### src/rtl/sample_feeder.sv
// Sample memory that the host loads and the neuron controller streams through, one sample per next pulse.
// x1/x2/t1 and EOF are registered, so they are valid the cycle after an init or next pulse.
module sample_feeder #(
    parameter int unsigned DATA_W = 16,
    parameter int unsigned DEPTH  = 64,
    parameter int unsigned ADDR_W = 6
) (
    input  logic                clk,
    input  logic                rst,
    input  logic                wr_en,
    input  logic [DATA_W-1:0]   wr_x1,
    input  logic [DATA_W-1:0]   wr_x2,
    input  logic                wr_t1,
    input  logic                clr,
    input  logic                init_file_handler,
    input  logic                next,
    output logic [DATA_W-1:0]   x1,
    output logic [DATA_W-1:0]   x2,
    output logic                t1,
    output logic                EOF,
    output logic [ADDR_W:0]     count,
    output logic                full,
    output logic                busy,
    output logic                wr_err
);

    localparam int unsigned CNT_W = ADDR_W + 1;
    localparam int unsigned SMP_W = 2 * DATA_W + 1;

    localparam logic ST_IDLE   = 1'b0;
    localparam logic ST_STREAM = 1'b1;

    logic [SMP_W-1:0]  mem [DEPTH];

    logic              state_q, state_d;
    logic [CNT_W-1:0]  ptr_q, ptr_d;
    logic [CNT_W-1:0]  count_q, count_d;
    logic [SMP_W-1:0]  smp_q, smp_d;
    logic              eof_q, eof_d;
    logic              full_q, full_d;
    logic              wr_err_q, wr_err_d;

    logic              wr_ok_c;
    logic [CNT_W-1:0]  ptr_inc_c;
    logic [ADDR_W-1:0] rd_addr_c;
    logic [SMP_W-1:0]  rd_data_c;

    // Reads sample 0 on a rewind, otherwise the sample after the current one.
    assign ptr_inc_c = ptr_q + CNT_W'(1);
    assign rd_addr_c = (state_q == ST_STREAM && !init_file_handler) ?
                       ptr_inc_c[ADDR_W-1:0] : ADDR_W'(0);
    assign rd_data_c = mem[rd_addr_c];

    always_comb begin
        state_d  = state_q;
        ptr_d    = ptr_q;
        count_d  = count_q;
        smp_d    = smp_q;
        eof_d    = eof_q;
        wr_err_d = 1'b0;
        wr_ok_c  = 1'b0;

        case (state_q)
            ST_IDLE: begin
                if (init_file_handler && count_q != '0) begin
                    state_d = ST_STREAM;
                    ptr_d   = '0;
                    smp_d   = rd_data_c;
                    eof_d   = 1'b0;
                end
                // clr beats a simultaneous write and suppresses its error.
                if (clr) begin
                    count_d = '0;
                end else if (wr_en) begin
                    if (full_q) begin
                        wr_err_d = 1'b1;
                    end else begin
                        wr_ok_c = 1'b1;
                        count_d = count_q + CNT_W'(1);
                    end
                end
            end
            default: begin
                wr_err_d = wr_en;
                if (init_file_handler) begin
                    ptr_d = '0;
                    smp_d = rd_data_c;
                    eof_d = 1'b0;
                end else if (next) begin
                    // Compare at CNT_W bits so a completely full memory does not wrap.
                    if (ptr_inc_c < count_q) begin
                        ptr_d = ptr_inc_c;
                        smp_d = rd_data_c;
                    end else begin
                        ptr_d   = count_q;
                        eof_d   = 1'b1;
                        smp_d   = '0;
                        state_d = ST_IDLE;
                    end
                end
            end
        endcase

        full_d = (count_d == CNT_W'(DEPTH));
    end

    always_ff @(posedge clk or posedge rst) begin
        if (rst) begin
            state_q  <= ST_IDLE;
            ptr_q    <= '0;
            count_q  <= '0;
            smp_q    <= '0;
            eof_q    <= 1'b1;
            full_q   <= 1'b0;
            wr_err_q <= 1'b0;
        end else begin
            state_q  <= state_d;
            ptr_q    <= ptr_d;
            count_q  <= count_d;
            smp_q    <= smp_d;
            eof_q    <= eof_d;
            full_q   <= full_d;
            wr_err_q <= wr_err_d;
        end
    end

    // Sample storage is deliberately left out of reset.
    always_ff @(posedge clk) begin
        if (wr_ok_c) begin
            mem[count_q[ADDR_W-1:0]] <= {wr_t1, wr_x2, wr_x1};
        end
    end

    assign x1     = smp_q[DATA_W-1:0];
    assign x2     = smp_q[2*DATA_W-1:DATA_W];
    assign t1     = smp_q[SMP_W-1];
    assign EOF    = eof_q;
    assign count  = count_q;
    assign full   = full_q;
    assign busy   = (state_q == ST_STREAM);
    assign wr_err = wr_err_q;

endmodule
### config.mk
export PLATFORM = sky130hd
export DESIGN_NAME = sample_feeder
export DESIGN_NICKNAME = d
export VERILOG_FILES = /design/src/rtl/sample_feeder.sv
export SDC_FILE = /design/constraint.sdc
export NUM_CORES = 2
export LEC_CHECK = 0
export CORE_MARGIN = 1
export CORE_UTILIZATION = 35
export CTS_CLUSTER_DIAMETER = 100
export DETAILED_ROUTE_END_ITERATION = 12
export GPL_ROUTABILITY_DRIVEN = 1
export MAX_ROUTING_LAYER = met4
export PLACE_DENSITY = 0.61
export SYNTH_ARGS = -nofsm -noshare
export SYNTH_HDL_FRONTEND = slang
export SYNTH_SLANG_ARGS = --single-unit
### constraint.sdc
create_clock -name clk -period 6.1 [get_ports clk]
set_input_delay 0.915 -clock clk [delete_from_list [all_inputs] [get_ports clk]]
set_output_delay 0.915 -clock clk [all_outputs]
set_load 0.03 [all_outputs]
# Yosys cells after proc, flatten, opt, wreduce, memory -nomap -nowiden
# Memories as Yosys holds them, arrays and structs flattened.
# Cells that the tools add are included.
# word_totals
elab_cells,56
output_inout_bits,44
n_memories,1
ff_bits,51
inputBits,39
ramBits,2112
# mem_list
name,depth,word_bits,rd,rd_clocked_by_memory_dff,wr,line_no,source
mem,64,33,1,0,1,33,logic [SMP_W-1:0] mem [DEPTH];
# op_classes
mux,35
reduce_logical,7
eq_ne,3
add_sub_neg,2
order_cmp,1
# ops
op,count
$mux W33,5
$mux W7,9
$mux W1,20
$add A7 B1 Y7 const B,2
$eq A7 B7 Y1 const B,1
$lt A7 B7 Y1,1
$reduce_bool A7 Y1,1
$mux W6,1
$ne A3 B3 Y1 const B,2
$reduce_and A3 Y1,1
$logic_and A1 B1 Y1,2
$reduce_and A2 Y1,1
$reduce_bool A2 Y1,1
$logic_not A1 Y1,1

# Logic depth before layout (Yosys ltp)
# An unclocked memory read counts as a cell.
# depth
depth_word,8
mapped_depth,17
mapped_depth_nobuf,11

# Least setup slack after synthesis
# Ideal clock, no wire load.
# synth_timing
path_kind,in2reg
from,in wr_en
to,mem mem[47][0] (netlist name) (enable)
required_ns,5.636
path_buffers,2
cell_stages,5
slack_ns,1.426
arrival_ns,4.210
setup_ns,0.464
cell_sequence,nor3b_1 > clkbuf_1 > nand4_1 > clkbuf_1 > nor3_1
# synth_via
elab_chain_len,5
# synth_lines
element,line_no,source
start: declaration,10,"input logic wr_en,"
$mux W1,74,end else if (wr_en) begin
$mux W1,72,if (clr) begin
$mux W1,63,case (state_q)
$mux W1,129,if (wr_ok_c) begin
$mux W1 (not written as such),130,"mem[count_q[ADDR_W-1:0]] <= {wr_t1, wr_x2, wr_x1};"
end: declaration,33,
# No other way between the ends.

# Worst setup path after layout
# layout_timing
from,reg ptr_q[0]
to,reg smp_q[10]
# layout_via
elab_chain_len,7
elab_cells_between_ends,9
classes_between,add/sub (1); order compare (1); mux (6); memory (1)
# layout_lines
element,line_no,source
start: declaration,36,"logic [CNT_W-1:0] ptr_q, ptr_d;"
start signal: assignment,118,ptr_q <= ptr_d;
$add A7 B1 Y7 *,49,assign ptr_inc_c = ptr_q + CNT_W'(1);
$mux W6,50,assign rd_addr_c = (state_q == ST_STREAM && !init_file_handler) ?
$mem_v2 Z64 W33,--,
$mux W33,91,if (ptr_inc_c < count_q) begin
$mux W33,89,end else if (next) begin
$mux W33,85,if (init_file_handler) begin
$mux W33 *,63,
end signal: assignment,120,smp_q <= smp_d;
end: declaration,38,"logic [SMP_W-1:0] smp_q, smp_d;"
# Mark *: on every way between the ends. The rest lies on a longest branch, timed or not. The select of a mux whose other input is x is not followed.
# A chain may end at the register's enable or synchronous reset.

==> impl_metrics.ini <==
[final_layout]
final_cell_mix = edfxtp_1, nand2_1, nor2_1
syn_to_final_growth_pct = 13.6
multi_input_area_mm2 = 0.0204
design_area_mm2 = 0.0984
layout.cells.non_filler = 9013
fin_util = 0.400
fill_cells = 22200
layout_commonest_cell = edfxtp_1
layout.nets = 5662
seqCellArea_mm2 = 0.0647
drive_gt1_frac = 0.135

[pwr]
p_sw_frac = 0.313
power.switching_mw = 12.1
p_int_mw = 26.5
power_frac_seq = 0.438
peakVddDrop_mv = 0.324
power.density_mw_per_mm2 = 393
pwr-share-comb = 0.235
clock_power_share = 0.327
power.total_mw = 38.6
p_leak_nw = 30.4

[logic_synthesis]
synth_nets = 5596
synth_seq_area_share = 0.747
syn_avg_cell_area_um2 = 15.6
synth_cells = 5548
yosys_warnings = 0
ys_ff_latch = 2163
synth_cell_types = 91
synthArstFlopShare = 0.0236
synthFlopType = edfxtp_1
syn_area_mm2 = 0.0867
synth_edf_count = 2112

[clock_tree]
post_cts_resized = 0
clk_latency_ps = 870
htree_levels = 4
clockRootBuffer = clkbuf_16
cts_buffer_depth = 3
cts_tree = yes
numCtsBuffers = 199
cts_hold_buf = 0
clock_sink_count = 2163
clk_pin_slew_ps = 60
post_cts_buffers = 0

[timing]
rsz0062_at_grt = false
slew_headroom = 0.133
fmax_ghz = 0.209
report.final.slew_viol_count = 0
fin_crit_sh = 0.783
holdWs_ps = 388
tns_ps = 0
period_needed_ps = 4770
layout_setup_ws_ps = 1330
finalSetupViolCount = 0
worst_pin_slew_ps = 1300
hold_viol = 0
finClkSkew_ps = 31.1

[critical_path]
cpPeakStageDelay_ps = 730
timing.critical_path.mode_cell = buf_4
cp-end-kind = flip-flop
worst_ep_arrival_time_ps = 5500
path_delay_family = buffers and inverters
crit_chain = buf_12 -> buf_4 -> buf_4 -> mux2i_1 -> a21oi_1 -> o21ai_0 -> nand4_1 -> a32oi_1 -> o311ai_1
critPathMaxFanout = 119
critPathLaunchType = flip-flop
path_class = reg -> reg
required_ps = 6820
path_buf_inv = 3
crit_slowest_cell = dfrtp_4

[floorplanning]
std_cell_rows = 182
die_w_um = 500
design.core.area_mm2 = 0.246
boundaryPins = 83
initial_utilization = 0.352
fp.dieArea_mm2 = 0.250
fp.dieH_um = 500

[drt]
met2RoutedLength_mm = 133
vias = 54200
first_iter_violations = 7856
viasPerCell = 6.01
drc = 0
met1_length_mm = 108
ant_nets = 0
drtPass1Iterations = 6
dr_wl_met3_mm = 28.0
totalWireLength_mm = 282
route.top_layer_used = met4
wire_per_inst_um = 31.3

[global_route]
grt.overflow.total = 0
grt_pass1_wl_mm = 398
grt_pass1_vias = 52100
grt_max_degree = 147
antenna_found_initial = 20
grt_usage = 0.228

[place]
dpl_cell_area_mm2 = 0.0919
post-place-ws_ps = 901
gp_congestion = 0.880
post-dp-hpwl_mm = 157
dp_cells = 8633
port_buffers = 82

[flow_run]
maxCapViolations = 0

[worst_hold_path]
min_path_type = in -> async

[run_status]
status = finished clean
[kinds of logic after synthesis]
kind of cell / count (synthesis) / share of synthesized area
flops: 2163 / 0.747
compound gates: 1372 / 0.112
simple gates: 1091 / 0.0568
buf+inv: 459 / 0.0239
mux: 443 / 0.0575
xor+xnor: 11 / 0.00142
fa+ha+maj: 9 / 0.00130
[power by group through the flow]
| stage | logic (mW) | registers (mW) | clock network, mW |
|---|---|---|---|
| floorplan | 5.33 | 17.1 | 0 |
| global placement | 8.87 | 17.2 | 0 |
| CTS | 8.94 | 16.9 | 12.7 |
| finish | 9.08 | 16.9 | 12.6 |
| global route | 9.47 | 16.9 | 13.3 |
| detailed placement | 8.91 | 17.2 | 0 |
[cells in the mapped netlist, types with 46 or more instances]
cell	number	share of area
a21oi_1	220	0.013
a221oi_1	63	0.0064
a2bb2oi_1	198	0.020
a31oi_1	46	0.0033
buf_1	54	0.0023
buf_2	186	0.011
clkbuf_1	169	0.0073
dfrtp_1	50	0.014
edfxtp_1	2112	0.73
mux2_2	113	0.015
mux2i_1	296	0.034
nand2_1	324	0.014
nand3_1	151	0.0087
nand4_1	60	0.0043
nor2_1	366	0.016
nor3_1	65	0.0038
o211ai_1	71	0.0062
o21ai_0	249	0.014
o221ai_1	169	0.017
o22ai_1	109	0.0079
[layer usage]
metal / track usage / vias up
met4: 0.100 / 0
li1: - / 22300
met2: 0.356 / 3304
met5: - / -
met3: 0.0382 / 585
met1: 0.293 / 28000
[state kept, by name (all words and copies together), names as in the netlist]
name / flops
full: 1
busy: 1
wr_err: 1
smp_q: 33
count: 7
ptr_q: 7
mem: 2112
EOF: 1
[cell type report]
cell class	instances	share of cell area
sequential	2163	0.657
antenna	9	0.000229
timing repair buffer	301	0.0265
clock inverter	112	0.0126
tap	3220	0.0409
inverter	23	0.00103
clock buffer	259	0.0536
multi-input combinational	2926	0.208
[worst paths after layout]
path	start	end	slack, ps	depth (start not counted)
min in group clk	ptr_q[6]	ptr_q[6]	540	2
max in group asynchronous	rst	smp_q[24]	4610	3
min reg2reg	ptr_q[6]	ptr_q[6]	540	2
min	rst	count[3]	390	2
max	ptr_q[0]	smp_q[10]	1330	9
max reg2reg	ptr_q[0]	smp_q[10]	1330	9
Power figures use the tool's default switching activity.
